--- config.mk ---
export PLATFORM = sky130hd
export DESIGN_NAME = auto_command_gen
export DESIGN_NICKNAME = d
export VERILOG_FILES = /design/src/rtl/auto_command_gen.sv
export SDC_FILE = /design/constraint.sdc
export NUM_CORES = 1
export LEC_CHECK = 0
export ABC_AREA = 1
export CAP_MARGIN = 30
export CORE_MARGIN = 8
export CORE_UTILIZATION = 48
export CTS_CLUSTER_SIZE = 28
export DETAILED_ROUTE_END_ITERATION = 6
export PLACE_DENSITY = 0.73
export SLEW_MARGIN = 20
export SYNTH_ARGS = -nofsm -noshare
export SYNTH_HDL_FRONTEND = slang
export SYNTH_SLANG_ARGS = --single-unit
--- constraint.sdc ---
create_clock -name clk -period 2.4 [get_ports clk]
set_clock_uncertainty 0.1 [all_clocks]
set_input_delay 0.72 -clock clk [delete_from_list [all_inputs] [get_ports clk]]
set_output_delay 0.72 -clock clk [all_outputs]
set_load 0.01 [all_outputs]
--- src/rtl/auto_command_gen.sv ---
`default_nettype none
// ============================================================================
//  Module      : auto_command_gen
//  Description : Automatic driving command generator. Waits for the driving
//                controller to settle in wait-for-command, samples the
//                obstacle detectors once, issues a single one-hot command and
//                holds it until the controller accepts it or a timeout fires.
//  Revision    : 1.0 - initial release
// ============================================================================
module auto_command_gen #(
    parameter logic [31:0] SETTLE_CYCLES = 32'd1_000_000,
    parameter logic [15:0] ACK_TIMEOUT   = 16'd255
) (
    input  logic       clk,
    input  logic       rst,
    input  logic       enable,
    input  logic       front_detector,
    input  logic       back_detector,
    input  logic       left_detector,
    input  logic       right_detector,
    input  logic [1:0] semi_state,
    output logic       go_straight_command,
    output logic       turn_left_command,
    output logic       turn_right_command,
    output logic [1:0] fsm_state,
    output logic [7:0] cmd_count,
    output logic       error
);

    typedef enum logic [1:0] {
        ST_IDLE   = 2'b00,
        ST_SETTLE = 2'b01,
        ST_DECIDE = 2'b10,
        ST_ISSUE  = 2'b11
    } state_t;

    // Terminal values of the settle counter and the acknowledge timer
    localparam logic [31:0] c_SETTLE_LAST = SETTLE_CYCLES - 32'd1;
    localparam logic [15:0] c_ACK_LAST    = ACK_TIMEOUT - 16'd1;

    state_t      r_state;
    logic [31:0] r_settle_cnt;
    logic [15:0] r_issue_tmr;
    logic        r_turn_pending;
    logic        r_go_straight;
    logic        r_turn_left;
    logic        r_turn_right;
    logic [7:0]  r_cmd_count;
    logic        r_error;

    logic w_ctrl_waiting;
    logic w_unused_back;

    assign w_ctrl_waiting = (semi_state == 2'b00);

    // The rear detector plays no part in any decision
    assign w_unused_back = back_detector;

    // Main control FSM: settle, decide, issue with acknowledge/timeout handling
    always_ff @(posedge clk) begin
        if (rst) begin
            r_state        <= ST_IDLE;
            r_settle_cnt   <= 32'd0;
            r_issue_tmr    <= 16'd0;
            r_turn_pending <= 1'b0;
            r_go_straight  <= 1'b0;
            r_turn_left    <= 1'b0;
            r_turn_right   <= 1'b0;
            r_cmd_count    <= 8'd0;
            r_error        <= 1'b0;
        end else if (!enable) begin
            // Disabling abandons any work in progress but keeps statistics
            r_state        <= ST_IDLE;
            r_settle_cnt   <= 32'd0;
            r_issue_tmr    <= 16'd0;
            r_turn_pending <= 1'b0;
            r_go_straight  <= 1'b0;
            r_turn_left    <= 1'b0;
            r_turn_right   <= 1'b0;
        end else begin
            case (r_state)
                ST_IDLE: begin
                    r_settle_cnt <= 32'd0;
                    r_state      <= ST_SETTLE;
                end

                ST_SETTLE: begin
                    // Any controller activity restarts the settle window
                    if (!w_ctrl_waiting) begin
                        r_settle_cnt <= 32'd0;
                    end else if (r_settle_cnt == c_SETTLE_LAST) begin
                        r_settle_cnt <= 32'd0;
                        r_state      <= ST_DECIDE;
                    end else begin
                        r_settle_cnt <= r_settle_cnt + 32'd1;
                    end
                end

                ST_DECIDE: begin
                    // A dead end is escaped by two consecutive left turns
                    r_issue_tmr <= 16'd0;
                    r_state     <= ST_ISSUE;
                    if (r_turn_pending) begin
                        r_turn_left    <= 1'b1;
                        r_turn_pending <= 1'b0;
                    end else if (!right_detector) begin
                        r_turn_right <= 1'b1;
                    end else if (!front_detector) begin
                        r_go_straight <= 1'b1;
                    end else if (!left_detector) begin
                        r_turn_left <= 1'b1;
                    end else begin
                        r_turn_left    <= 1'b1;
                        r_turn_pending <= 1'b1;
                    end
                end

                ST_ISSUE: begin
                    // Acceptance is checked first so it wins over a timeout
                    if (!w_ctrl_waiting) begin
                        r_go_straight <= 1'b0;
                        r_turn_left   <= 1'b0;
                        r_turn_right  <= 1'b0;
                        r_cmd_count   <= r_cmd_count + 8'd1;
                        r_issue_tmr   <= 16'd0;
                        r_state       <= ST_SETTLE;
                    end else if (r_issue_tmr == c_ACK_LAST) begin
                        r_go_straight  <= 1'b0;
                        r_turn_left    <= 1'b0;
                        r_turn_right   <= 1'b0;
                        r_error        <= 1'b1;
                        r_turn_pending <= 1'b0;
                        r_issue_tmr    <= 16'd0;
                        r_state        <= ST_SETTLE;
                    end else begin
                        r_issue_tmr <= r_issue_tmr + 16'd1;
                    end
                end

                default: begin
                    r_state <= ST_IDLE;
                end
            endcase
        end
    end

    assign go_straight_command = r_go_straight;
    assign turn_left_command   = r_turn_left;
    assign turn_right_command  = r_turn_right;
    assign fsm_state           = r_state;
    assign cmd_count           = r_cmd_count;
    assign error               = r_error;

endmodule
`default_nettype wire

==> qor_table.md <==
| Step | Result | Value |
|:---|:---|:---|
| die | Die boundary width | 101 um |
| placement | Final HPWL from detailed placement | 5790 um |
| global route | Total Routing Usage GR | 16.0% |
| finish | Final net count | 582 |
| sta | RSZ-0062 raised after global routing | false |
| drt | DR vias/cell | 4.90 |
| logic synthesis | Net count after synthesis | 545 |
| sta | Transition time at the pin with the least slew margin | 0.356 ns |
| die | Io pins | 23 |
| clocking | Hold-fix buffers, CTS | 0 |
| run | # Max-Cap Violations | 0 |
| power | Reported leakage power | 1.45 nW |
| logic synthesis | Post-synth design cell area | 3500 um2 |
| worst setup path | Arrival time at the worst endpoint | 1.40 ns |
| logic synthesis | Average instance area after synthesis | 6.65 um2 |
| clocking | H-tree depth reported by CTS | 3 |
| global route | Via count of the first global-routing pass | 3180 |
| clocking | CTS tree | done |
| clocking | Worst skew pair latency | 0.34 ns |
| finish | Area grow syn2layout | 16.8% |
| clocking | Root buffer cell | sky130_fd_sc_hd__clkbuf_8 |
| worst setup path | Cells along the critical path | clkdlybuf4s50_1 |
| drt | Via count | 3273 |
| sta | Share of the clock period used by the worst path | 92.4% |
| worst setup path | R2r endpoint | r_issue_tmr[9] |
| global route | Global-route congestion overflow total | 0 |
| clocking | Resized cells post-CTS | 0 |
| finish | Most common cell after layout, fill and taps aside | sky130_fd_sc_hd__nand2_1 |
| logic synthesis | Total of warnings raised by yosys | 0 |
| worst setup path | Standard cell with the maximum stage delay on the critical path | sky130_fd_sc_hd__clkdlybuf4s50_1 |
| sta | Hold Worst Slack | 0.363 ns |
| placement | Instance area at placement | 3880 um2 |
| clocking | Clk pin slew, worst setup/hold paths | 0.07 ns |
| logic synthesis | Synthesized instance count | 527 |
| global route | Maximum number of pins on one net before global-route repair | 32 |
| logic synthesis | Number of synthesized register bits | 63 |
| sta | Clock period minus final worst setup slack | 2.22 ns |
| worst setup path | Required @ worst endpoint | 1.58 ns |
| worst setup path | Slowest Stage Delay on Critical Path | 0.59 ns |
| sta | Max frequency | 0.451 GHz |
| worst setup path | Category of cells accounting for the largest share of critical-path delay | buffers and inverters |
| logic synthesis | Most frequently used flop master after synthesis | sky130_fd_sc_hd__dfxtp_1 |
| finish | Commonest cells after routing, fill and taps aside | 120 x sky130_fd_sc_hd__nand2_1, 97 x sky130_fd_sc_hd__nor2_1, 65 x sky130_fd_sc_hd__inv_1 |
| global route | Global-route wire length before repair | 13400 um |
| worst hold path | Hold EP | error |
| worst hold path | Number of cells traversed by the worst hold path | 2 |
| drt | Wire length reported by the detailed router | 7640 um |
| finish | Area of all placed cells without fillers | 4090 um2 |
| drt | Post-detailed-route wirelength per cell | 11.4 um |
| die | Row cnt | 31 |
| drt | Starting DRT DRC Count | 170 |
| placement | Placer's final routability congestion estimate | 0.883 |
| finish | Final non-filler cell total | 668 |
| worst setup path | Setup slack of the most critical reg-to-reg path | 0.31 ns |
| drt | Final ANT Viol Nets | 0 |
| logic synthesis | Share of synthesized flip-flops with an asynchronous set or reset | 0% |
| clocking | Number of setup buffers added after CTS | 0 |
| worst setup path | Max Fanout on Critical Path | 6 |
| die | Starting Density | 48.8% |
| logic synthesis | Number of synthesized flops with an enable pin | 0 |
| clocking | Maximum clock path buffer count | 2 |
| placement | Dpl ws | 0.0508 ns |
| die | Die boundary height | 101 um |
| logic synthesis | Number of different library cells in the post-synthesis netlist | 37 |
| status | Run status | finished clean |
| logic synthesis | Sequential fraction of the synthesis area | 36.0% |
| sta | Total Negative Setup Slacks | 0 ns |
| worst setup path | Buf/Inv on CP | 1 |
| drt | Drt first pass iters | 4 |
| finish | Filler Cells Inserted | 691 |
| sta | Least setup slack across all paths after layout | 0.182 ns |
| sta | Total count of hold-check failures in the final report | 0 |
| worst setup path | Critical path launch point type | register |
| sta | Count of pins over their slew limit | 0 |
| global route | Antenna violations before repair | 0 |
| worst setup path | Cell depth of the worst flop-to-flop path | 7 |
| worst setup path | Reg-to-reg critical path startpoint | fsm_state[0] |
| placement | Placed cell count | 652 |
| die | Core region area | 7180 um2 |
| clocking | CTS sink cnt | 63 |
| finish | Diode count | 0 |
| worst setup path | Kind of capture point of the worst setup path | output pin |
| worst setup path | Critical Setup Path Class | register to output pin |
| sta | # setup viols final | 0 |
| sta | Worst max-slew margin expressed relative to the limit | 76.1% |
| worst hold path | Source of the worst hold timing path | error |
| clocking | CTS Buf Count | 9 |
| drt | DRC violations left | 0 |
| power | Worst IR drop on VDD | 0.424 mV |
| power | Power density relative to cell area | 538 nW/um2 |
| worst hold path | Min-Delay Path Class | register to register |
| finish | Proportion of layout cells with a drive suffix above 1 | 9.31% |
| die | Overall die area | 10300 um2 |
| placement | Number of port buffers | 21 |
==> synth_stat cells, types with 5 or more instances <==
master | count | area [um2]
sky130_fd_sc_hd__nor3_1 | 14 | 70.1
sky130_fd_sc_hd__nor2_2 | 11 | 68.8
sky130_fd_sc_hd__ha_1 | 9 | 113
sky130_fd_sc_hd__o21ai_0 | 15 | 75.1
sky130_fd_sc_hd__nand3_1 | 42 | 210
sky130_fd_sc_hd__inv_1 | 65 | 244
sky130_fd_sc_hd__nor2_1 | 97 | 364
sky130_fd_sc_hd__nand4_1 | 12 | 75.1
sky130_fd_sc_hd__a21oi_1 | 18 | 90.1
sky130_fd_sc_hd__dfxtp_1 | 63 | 1260
sky130_fd_sc_hd__o22ai_1 | 5 | 31.3
sky130_fd_sc_hd__nor2_4 | 6 | 67.6
sky130_fd_sc_hd__xor2_1 | 17 | 149
sky130_fd_sc_hd__nand2_1 | 120 | 450
==> cell type report <==
| type | count | area [um2] | area share [%] |
|---|---|---|---|
| inverter | 68 | 258 | 6.30 |
| clock buffer | 10 | 128 | 3.12 |
| multi-input combinational | 391 | 1950 | 47.7 |
| clock inverter | 6 | 85.1 | 2.08 |
| sequential | 63 | 1260 | 30.8 |
| timing repair buffer | 31 | 285 | 6.97 |
| tap | 99 | 124 | 3.03 |
==> power by group <==
part / internal (mW) / total [mW] / switching (mW)
logic: 0.0539 / 0.140 / 0.0860
clock network: 0.581 / 1.00 / 0.422
registers: 1.05 / 1.06 / 0.00793
==> flip-flops by register name, indices dropped and copies added, names as in the netlist <==
| name | flops |
|---|---|
| turn_left_command | 1 |
| error | 1 |
| fsm_state | 2 |
| go_straight_command | 1 |
| r_issue_tmr | 16 |
| r_turn_pending | 1 |
| r_settle_cnt | 32 |
| turn_right_command | 1 |
| cmd_count | 8 |
==> layer usage <==
layer | routed length, um | GRT usage, %
met2 | 3660 | 28.0
met4 | 98 | 5.61
met5 | 0 | 0
met3 | 216 | 3.78
met1 | 3660 | 18.5
==> worst max-delay path by stage <==
| stage | endpoint | start | cells after the start |
|---|---|---|---|
| after floorplan | r_settle_cnt[29] | fsm_state[1] | 11 |
| after global placement | cmd_count[6] | semi_state[1] | 9 |
| after detailed placement | cmd_count[6] | semi_state[0] | 9 |
| after CTS | fsm_state[0] | fsm_state[0] | 1 |
| after global routing | r_issue_tmr[9] | fsm_state[0] | 7 |
| final | fsm_state[0] | fsm_state[0] | 1 |
==> stage by stage <==
stage / utilization [%] / power, mW
global placement: 54.1 / 1.22
global route: 57.0 / 2.29
floorplan: - / 1.17
finish: 57.0 / 2.20
detailed placement: 54.1 / 1.22
CTS: 57.0 / 2.22
==> cells by family after synthesis <==
kind of cell	synth area share, %
and+or+nand+nor	40.9
buffers and inverters	8.29
DFF	36.0
AOI/OAI and AO/OA	6.57
xor gates and xnor gates	4.75
adders and majority gates	3.21
muxes	0.286
Power figures use the tool's default switching activity.
